[src/rtl/fsk_tx_sequencer.sv]
// fsk_tx_sequencer: transmit-side controller for the FSK modulator.
// Accepts one 16-bit word on a valid/ready handshake. It then sends the
// framed bit stream (alternating preamble, start 0, 16 data bits MSB first,
// stop 1). Each bit lasts BAUD_DIV clock cycles.
// Ports:
//   clk, reset       system clock, asynchronous active-low reset
//   din, din_valid   payload word and its valid
//   din_ready        combinational, high only in IDLE
//   abort            synchronous cancel of the active frame
//   fsk_sel          tone select (1 = mark, 0 = space)
//   tx_en, busy      high for the whole frame
//   bit_strobe       pulse on the first cycle of each bit
//   frame_done       pulse on the first IDLE cycle after a completed frame
module fsk_tx_sequencer #(
  parameter int unsigned BAUD_DIV      = 16,
  parameter int unsigned PREAMBLE_BITS = 8
) (
  input  logic        clk,
  input  logic        reset,
  input  logic [15:0] din,
  input  logic        din_valid,
  output logic        din_ready,
  input  logic        abort,
  output logic        fsk_sel,
  output logic        tx_en,
  output logic        busy,
  output logic        bit_strobe,
  output logic        frame_done
);

  localparam int unsigned DATA_W = 16;
  localparam int unsigned BAUD_W = 16;
  localparam int unsigned CNT_W  = 8;
  localparam logic [BAUD_W-1:0] BAUD_LAST = BAUD_W'(BAUD_DIV - 1);
  localparam logic [CNT_W-1:0]  PRE_LAST  = CNT_W'(PREAMBLE_BITS - 1);
  localparam logic [CNT_W-1:0]  DATA_LAST = CNT_W'(DATA_W - 1);

  typedef enum logic [2:0] {IDLE, PREAMBLE, START, DATA, STOP} state_t;

  state_t              state_q, state_d;
  logic [DATA_W-1:0]   shreg_q, shreg_d;
  logic [BAUD_W-1:0]   baud_q, baud_d;
  logic [CNT_W-1:0]    bit_q, bit_d;
  logic                fsk_d, tx_en_d, strobe_d, done_d;
  logic                bit_end;

  assign din_ready = (state_q == IDLE);
  assign bit_end   = (baud_q == BAUD_LAST);
  // busy and tx_en cover exactly the same cycles, so they share one flop
  assign busy      = tx_en;

  // State register and registered outputs
  always_ff @(posedge clk or negedge reset) begin
    if (!reset) begin
      state_q    <= IDLE;
      shreg_q    <= '0;
      baud_q     <= '0;
      bit_q      <= '0;
      fsk_sel    <= 1'b0;
      tx_en      <= 1'b0;
      bit_strobe <= 1'b0;
      frame_done <= 1'b0;
    end else begin
      state_q    <= state_d;
      shreg_q    <= shreg_d;
      baud_q     <= baud_d;
      bit_q      <= bit_d;
      fsk_sel    <= fsk_d;
      tx_en      <= tx_en_d;
      bit_strobe <= strobe_d;
      frame_done <= done_d;
    end
  end

  // Next state, counters, and output values for the next cycle
  always_comb begin
    state_d  = state_q;
    shreg_d  = shreg_q;
    baud_d   = baud_q;
    bit_d    = bit_q;
    done_d   = 1'b0;
    fsk_d    = 1'b0;
    tx_en_d  = 1'b0;
    strobe_d = 1'b0;

    unique case (state_q)
      IDLE: begin
        if (din_valid) begin
          state_d = PREAMBLE;
          shreg_d = din;
          baud_d  = '0;
          bit_d   = '0;
        end
      end
      default: begin
        baud_d = bit_end ? '0 : baud_q + BAUD_W'(1);
        if (bit_end) begin
          bit_d = bit_q + CNT_W'(1);
          case (state_q)
            PREAMBLE: begin
              if (bit_q == PRE_LAST) begin
                state_d = START;
                bit_d   = '0;
              end
            end
            START: begin
              state_d = DATA;
              bit_d   = '0;
            end
            DATA: begin
              shreg_d = {shreg_q[DATA_W-2:0], 1'b0};
              if (bit_q == DATA_LAST) begin
                state_d = STOP;
                bit_d   = '0;
              end
            end
            STOP: begin
              state_d = IDLE;
              bit_d   = '0;
              done_d  = 1'b1;
            end
            default: ;
          endcase
        end
        // Abort overrides any bit boundary, including the last STOP cycle
        if (abort) begin
          state_d = IDLE;
          baud_d  = '0;
          bit_d   = '0;
          done_d  = 1'b0;
        end
      end
    endcase

    // Outputs are computed from the next state, so they align with that cycle
    tx_en_d  = (state_d != IDLE);
    strobe_d = tx_en_d && (baud_d == '0);
    unique case (state_d)
      PREAMBLE: fsk_d = ~bit_d[0];
      START:    fsk_d = 1'b0;
      DATA:     fsk_d = shreg_d[DATA_W-1];
      STOP:     fsk_d = 1'b1;
      default:  fsk_d = 1'b0;
    endcase
  end

endmodule

[config.mk]
export PLATFORM = sky130hd
export DESIGN_NAME = fsk_tx_sequencer
export DESIGN_NICKNAME = d
export VERILOG_FILES = /design/src/rtl/fsk_tx_sequencer.sv
export SDC_FILE = /design/constraint.sdc
export NUM_CORES = 1
export LEC_CHECK = 0
export ABC_AREA = 0
export CAP_MARGIN = 10
export CORE_ASPECT_RATIO = 0.5
export CORE_UTILIZATION = 51
export DETAILED_ROUTE_END_ITERATION = 12
export PLACE_DENSITY_LB_ADDON = 0.25
export SLEW_MARGIN = 40
export SYNTH_ARGS = -nofsm -noshare
export SYNTH_HDL_FRONTEND = slang
export SYNTH_SLANG_ARGS = --single-unit
[constraint.sdc]
create_clock -name clk -period 2.6 [get_ports clk]
set_clock_uncertainty 0.2 [all_clocks]
set_input_delay 0.26 -clock clk [delete_from_list [all_inputs] [get_ports clk]]
set_output_delay 0.26 -clock clk [all_outputs]
set_load 0.005 [all_outputs]
Yosys cells after proc, flatten, opt, wreduce, memory -nomap -nowiden
Cells that the tools add are included.
{"block": "totals", "regBits": 47, "output_inout_bits": 6, "word_cells": 61}
{"block": "op_classes", "n_reduce_logical": 10, "bitwise": 1, "muxes": 27, "n_addsub": 2, "eq_ne": 11}
{"op": "$mux 16", "n": 8}
{"op": "$mux 8", "n": 6}
{"op": "$pmux 8 s3", "n": 1}
{"op": "$mux 3", "n": 6}
{"op": "$add 16x1->16 const B", "n": 1}
{"op": "$eq 16x4->1 const B", "n": 1}
{"op": "$logic_not 16->1", "n": 1}
{"op": "$pmux 3 s4", "n": 1}
{"op": "$eq 3x2->1 const B", "n": 3}
{"op": "$add 8x1->8 const B", "n": 1}
{"op": "$eq 8x3->1 const B", "n": 1}
{"op": "$eq 8x4->1 const B", "n": 1}
{"op": "$eq 3x1->1 const B", "n": 2}
{"op": "$eq 3x3->1 const B", "n": 2}
{"op": "$reduce_bool 3->1", "n": 2}
{"op": "$mux 1", "n": 4}
{"op": "$reduce_bool 2->1", "n": 2}
{"op": "$logic_not 3->1", "n": 1}
{"op": "$pmux 1 s3", "n": 1}
{"op": "$reduce_and 3->1", "n": 1}
{"op": "$ne 2x2->1 const B", "n": 1}
{"op": "$reduce_and 2->1", "n": 1}
{"op": "$reduce_or 2->1", "n": 1}
{"op": "$logic_and 1x1->1", "n": 1}
{"op": "$not 1->1", "n": 1}

Logic depth before layout (Yosys ltp)
{"block": "logic_depth", "word_depth": 8, "ltp_mapped": 9, "mapped_depth_nobuf": 9}

Worst setup path before layout
Ideal clock, no wire load.
{"block": "synth_timing", "kind": "reg-to-reg", "start": "register baud_q[6]", "end": "register bit_strobe", "stages_incl_launch_ff": 10, "period_less_slack_ps": 2676, "t_required_ps": 2304, "path_buffers": 2, "path_slack_ps": -76, "t_arrival_ps": 2381, "cell_sequence": "dfrtp_1 buf_6 or4_4 or4_4 nand2_4 buf_6 nor2_1 o21ai_0 nand3_1 nor4_2"}
{"block": "synth_between", "elab_chain_cells": 6}
{"element": "from (decl)", "line_no": "42", "rtl": "logic [BAUD_W-1:0] baud_q, baud_d;"}
{"element": "from (signal assigned)", "line_no": "66", "rtl": "baud_q <= baud_d;"}
{"element": "$add 16x1->16 or $eq 16x4->1 (tied branches)", "line_no": "96, 48"}
{"element": "$mux 16 or $mux 3 (tied branches)", "line_no": "96, 97"}
{"element": "$mux 16 or $mux 3 (tied branches)", "line_no": "126", "rtl": "if (abort) begin"}
{"element": "$mux 16 or $mux 3 (tied branches)", "line_no": "86", "rtl": "unique case (state_q)"}
{"element": "$logic_not 16->1 or $reduce_bool 3->1 (tied branches)", "line_no": "137, 136"}
{"element": "$logic_and 1x1->1 (*)", "line_no": "137", "rtl": "strobe_d = tx_en_d && (baud_d == '0);"}
{"element": "net strobe_d", "line_no": "44", "rtl": "logic fsk_d, tx_en_d, strobe_d, done_d;"}
{"element": "to (signal assigned)", "line_no": "70", "rtl": "bit_strobe <= strobe_d;"}
{"element": "to (decl)", "line_no": "27", "rtl": "output logic bit_strobe,"}
The timed path passes the listed nets; every way through them passes the cells marked *.
A chain may end at the register's enable or synchronous reset.

Worst setup path in the final report
{"block": "layout_timing", "start": "register baud_q[7]", "end": "register bit_strobe"}
{"block": "layout_between", "elab_chain_cells": 6}
{"element": "$eq 16x4->1", "line_no": "48", "rtl": "assign bit_end = (baud_q == BAUD_LAST);"}
{"element": "$mux 3", "line_no": "97", "rtl": "if (bit_end) begin"}
{"element": "$mux 3", "line_no": "126"}
{"element": "$mux 3", "line_no": "86"}
{"element": "$reduce_bool 3->1", "line_no": "136", "rtl": "tx_en_d = (state_d != IDLE);"}
{"element": "net tx_en_d", "line_no": "44"}
{"element": "$logic_and 1x1->1", "line_no": "137"}
{"element": "net strobe_d", "line_no": "44"}
The timed path passes the listed nets, and every way through them passes these cells.

==> reports/qor.yml <==
status:
  status: "finished, violations left"
  violations: "setup timing"
sta:
  period_needed_ns: 2.61
  finalSetupTns_ns: -0.0118
  max_freq_mhz: 383
  timing.final.ws_setup_ns: -0.0118
  final-setup-viol-count: 1
  slew_headroom_pct: 55.5
  post-route-period-util_pct: 100
  finalMaxSlewViolations: 0
  worstMarginPinSlew_ns: 0.666
  rsz0062_at_grt: "yes"
  hold_viol: 0
synthesis:
  synth.area.top_cells: "dfrtp_1 (45%), nand2_1 (8.1%), o21ai_0 (4.4%)"
  synth_most_common_cell: "nand2_1"
  synthTopCellsByCount: "nand2_1 (56), dfrtp_1 (47), o21ai_0 (23)"
  yosysWarningCount: 0
  synth_top_area_share_pct: 45.3
  ys_seq_area_share_pct: 45.3
  synth_edf_count: 0
  syn_inst: 297
  syn_area_um2: 2600
  synth-main-ff-cell: "dfrtp_1"
  yosysUniqueCellTypes: 49
  syn_area_per_cell_um2: 8.75
  synth_top_area_cell: "dfrtp_1"
  synth_async_sr_flop_share_pct: 100
  syn-num-nets: 319
  ys_ff_latch: 47
worst_setup_path:
  cpPeakStageDelay_ns: 0.63
  cp.arrival_ns: 2.60
  crit_path_start: "baud_q[7]"
  critPathLaunchType: "flop"
  worstReg2RegStart: "baud_q[7]"
  crit_chain: "or4_4, or4_4, o211ai_1, and3_4, nand3_1, nand2_2, nor4_2"
  criticalPathCategory: "reg2reg"
  path_max_fanout: 5
  cp_slowest_cell: "or4_4"
  r2r_setup_slack_ns: -0.01
  crit_required_ns: 2.59
  cp_common_cell: "or4_4"
  crit_path_end_kind: "flop"
  r2r_end: "bit_strobe"
  ff2ff_path_depth: 7
die:
  core_um2: 4640
  fp-row-count: 17
  die_h_um: 52.5
  dieArea_um2: 5400
  dieWidth_um: 103
  initial_utilization_pct: 56.0
  ios: 26
drt:
  drt-total-wl_um: 6620
  drc_errors: 0
  wl_per_cell_um: 15.8
  detail-route-antenna-nets: 0
  drt_iter0_markers: 144
  firstDrtPassIters: 5
  viasPerCell: 5.96
  num_vias: 2491
clocking:
  clkSinkCount: 47
  cts_root_buf: "clkbuf_8"
  numCtsBuffers: 5
  htreeDepth: 2
  cts.clk_slew.worst_paths_ns: 0.09
  clk_latency_ns: 0.30
  cts_tree: "yes"
  clockBufferDepth: 2
cells_and_area:
  fin_nets: 373
  areaGrowthSynthToFinish_pct: 25.7
  fillerInstances: 374
  diodes: 0
  drive_above_1_share_pct: 17.6
  instances_no_fill: 418
  fin_area_um2: 3260
power:
  p_per_area_nw_per_um2: 480
  irDropWorstVdd_v: 0.000309
  total_power_mw: 1.57
  p_leak_nw: 1.46
placed_design:
  dp.cells: 407
  routabilityCongestion: 0.878
  dp_hpwl_um: 5000
  placed_area_um2: 3110
  io_buffers: 25
global_route:
  grt_util_met1_pct: 36.1
  grt-ovfl-total: 0
  antenna_found_initial: 0
  grt_max_degree: 30
  grt-busiest-layer: "met2"
  grt_usage_pct: 27.2
  use_met2_pct: 45.3
  grt_pass1_vias: 2253
  grt.met3_usage_pct: 6.40
  grt_pass1_wl_um: 10800
run:
  maxCapViolCount: 0
worst_hold_path:
  hold_class: "in2async"
==> flip-flops by register name (all words and copies together) (netlist names) <==
register,cells
baud_q,16
shreg_q,16
bit_q,8
state_q,3
bit_strobe,1
busy,1
frame_done,1
fsk_sel,1
==> logic make-up after synthesis <==
logic type      share of synthesized area (%)
flops                                    45.3
compound gates                           17.4
fa+ha+maj                               0.963
simple gates                             28.8
xor+xnor                                 2.36
buf+inv                                  4.82
mux                                     0.385
==> layout make-up <==
type / instances / area, µm² / area share (%)
tap: 66 / 82.6 / 2.53
sequential: 47 / 1180 / 36.0
multi-input combinational: 223 / 1340 / 40.9
timing repair buffer: 64 / 541 / 16.6
clock buffer: 5 / 68.8 / 2.11
inverter: 10 / 37.5 / 1.15
clock inverter: 3 / 22.5 / 0.690
==> layer usage <==
layer	routed length, µm	part of all wire (%)
met1	3110	47
met5	0	0
met4	48	0.73
met2	3030	46
met3	430	6.5
==> timing repair <==
action,4_1_cts,5_1_grt
endpoints found under the hold margin,18,0
endpoints found under the setup margin,1,5
pin swaps,1,5
hold buffers,1,0
setup buffers,0,2
gates resized for setup,5,3
==> worst max path at each step <==
stage                     slack (ns)    endpoint
after floorplan                -0.02  bit_strobe
after global placement          0.04  bit_strobe
after CTS                     0.0003  bit_strobe
after detailed placement       -0.02  bit_strobe
after global routing            -0.1  bit_strobe
final                          -0.01  bit_strobe
==> critical path, delay by kind of cell, from the launching register on <==
kind,cells,cell delay [ns]
AOI/OAI and AO/OA,1,0.23
and+or+nand+nor,6,1.68
DFF,1,0.39
==> report_power, final <==
group,switching [mW],internal (mW),total [mW]
combinational,0.150,0.126,0.276
sequential,0.0373,0.796,0.833
clock,0.265,0.193,0.459
total,0.452,1.12,1.57
==> placed cells by master (no fill, tap or decap), types with 2 or more instances in the layout <==
cell and n:
nand2_1 55, dfrtp_1 47, buf_4 38, clkdlybuf4s50_1 24
o21ai_0 19, nor2_1 15, nand3_1 15, a22oi_1 15
nor3_1 10, inv_1 10, and3_1 8, nor4_1 8
nand4_1 7, a21oi_1 7, a31oi_1 6, xnor2_1 6
o21ai_1 6, clkbuf_8 5, nor4_2 4, or4_4 3
o31ai_1 3, or4_1 2, nand2b_1 2, o311ai_0 2
o31a_1 2, nand3b_1 2, ha_1 2
==> per-stage QoR <==
stage	hold WS, ns	worst slack [ns]	util [%]
floorplan	-0.236	-0.0165	-
global placement	0.0161	0.0378	67.2
detailed placement	0.0203	-0.0170	67.2
CTS	0.229	0.000347	69.9
global route	0.273	-0.0964	70.4
finish	0.227	-0.0118	70.4
Note: power is estimated with default switching activity, not from simulation.
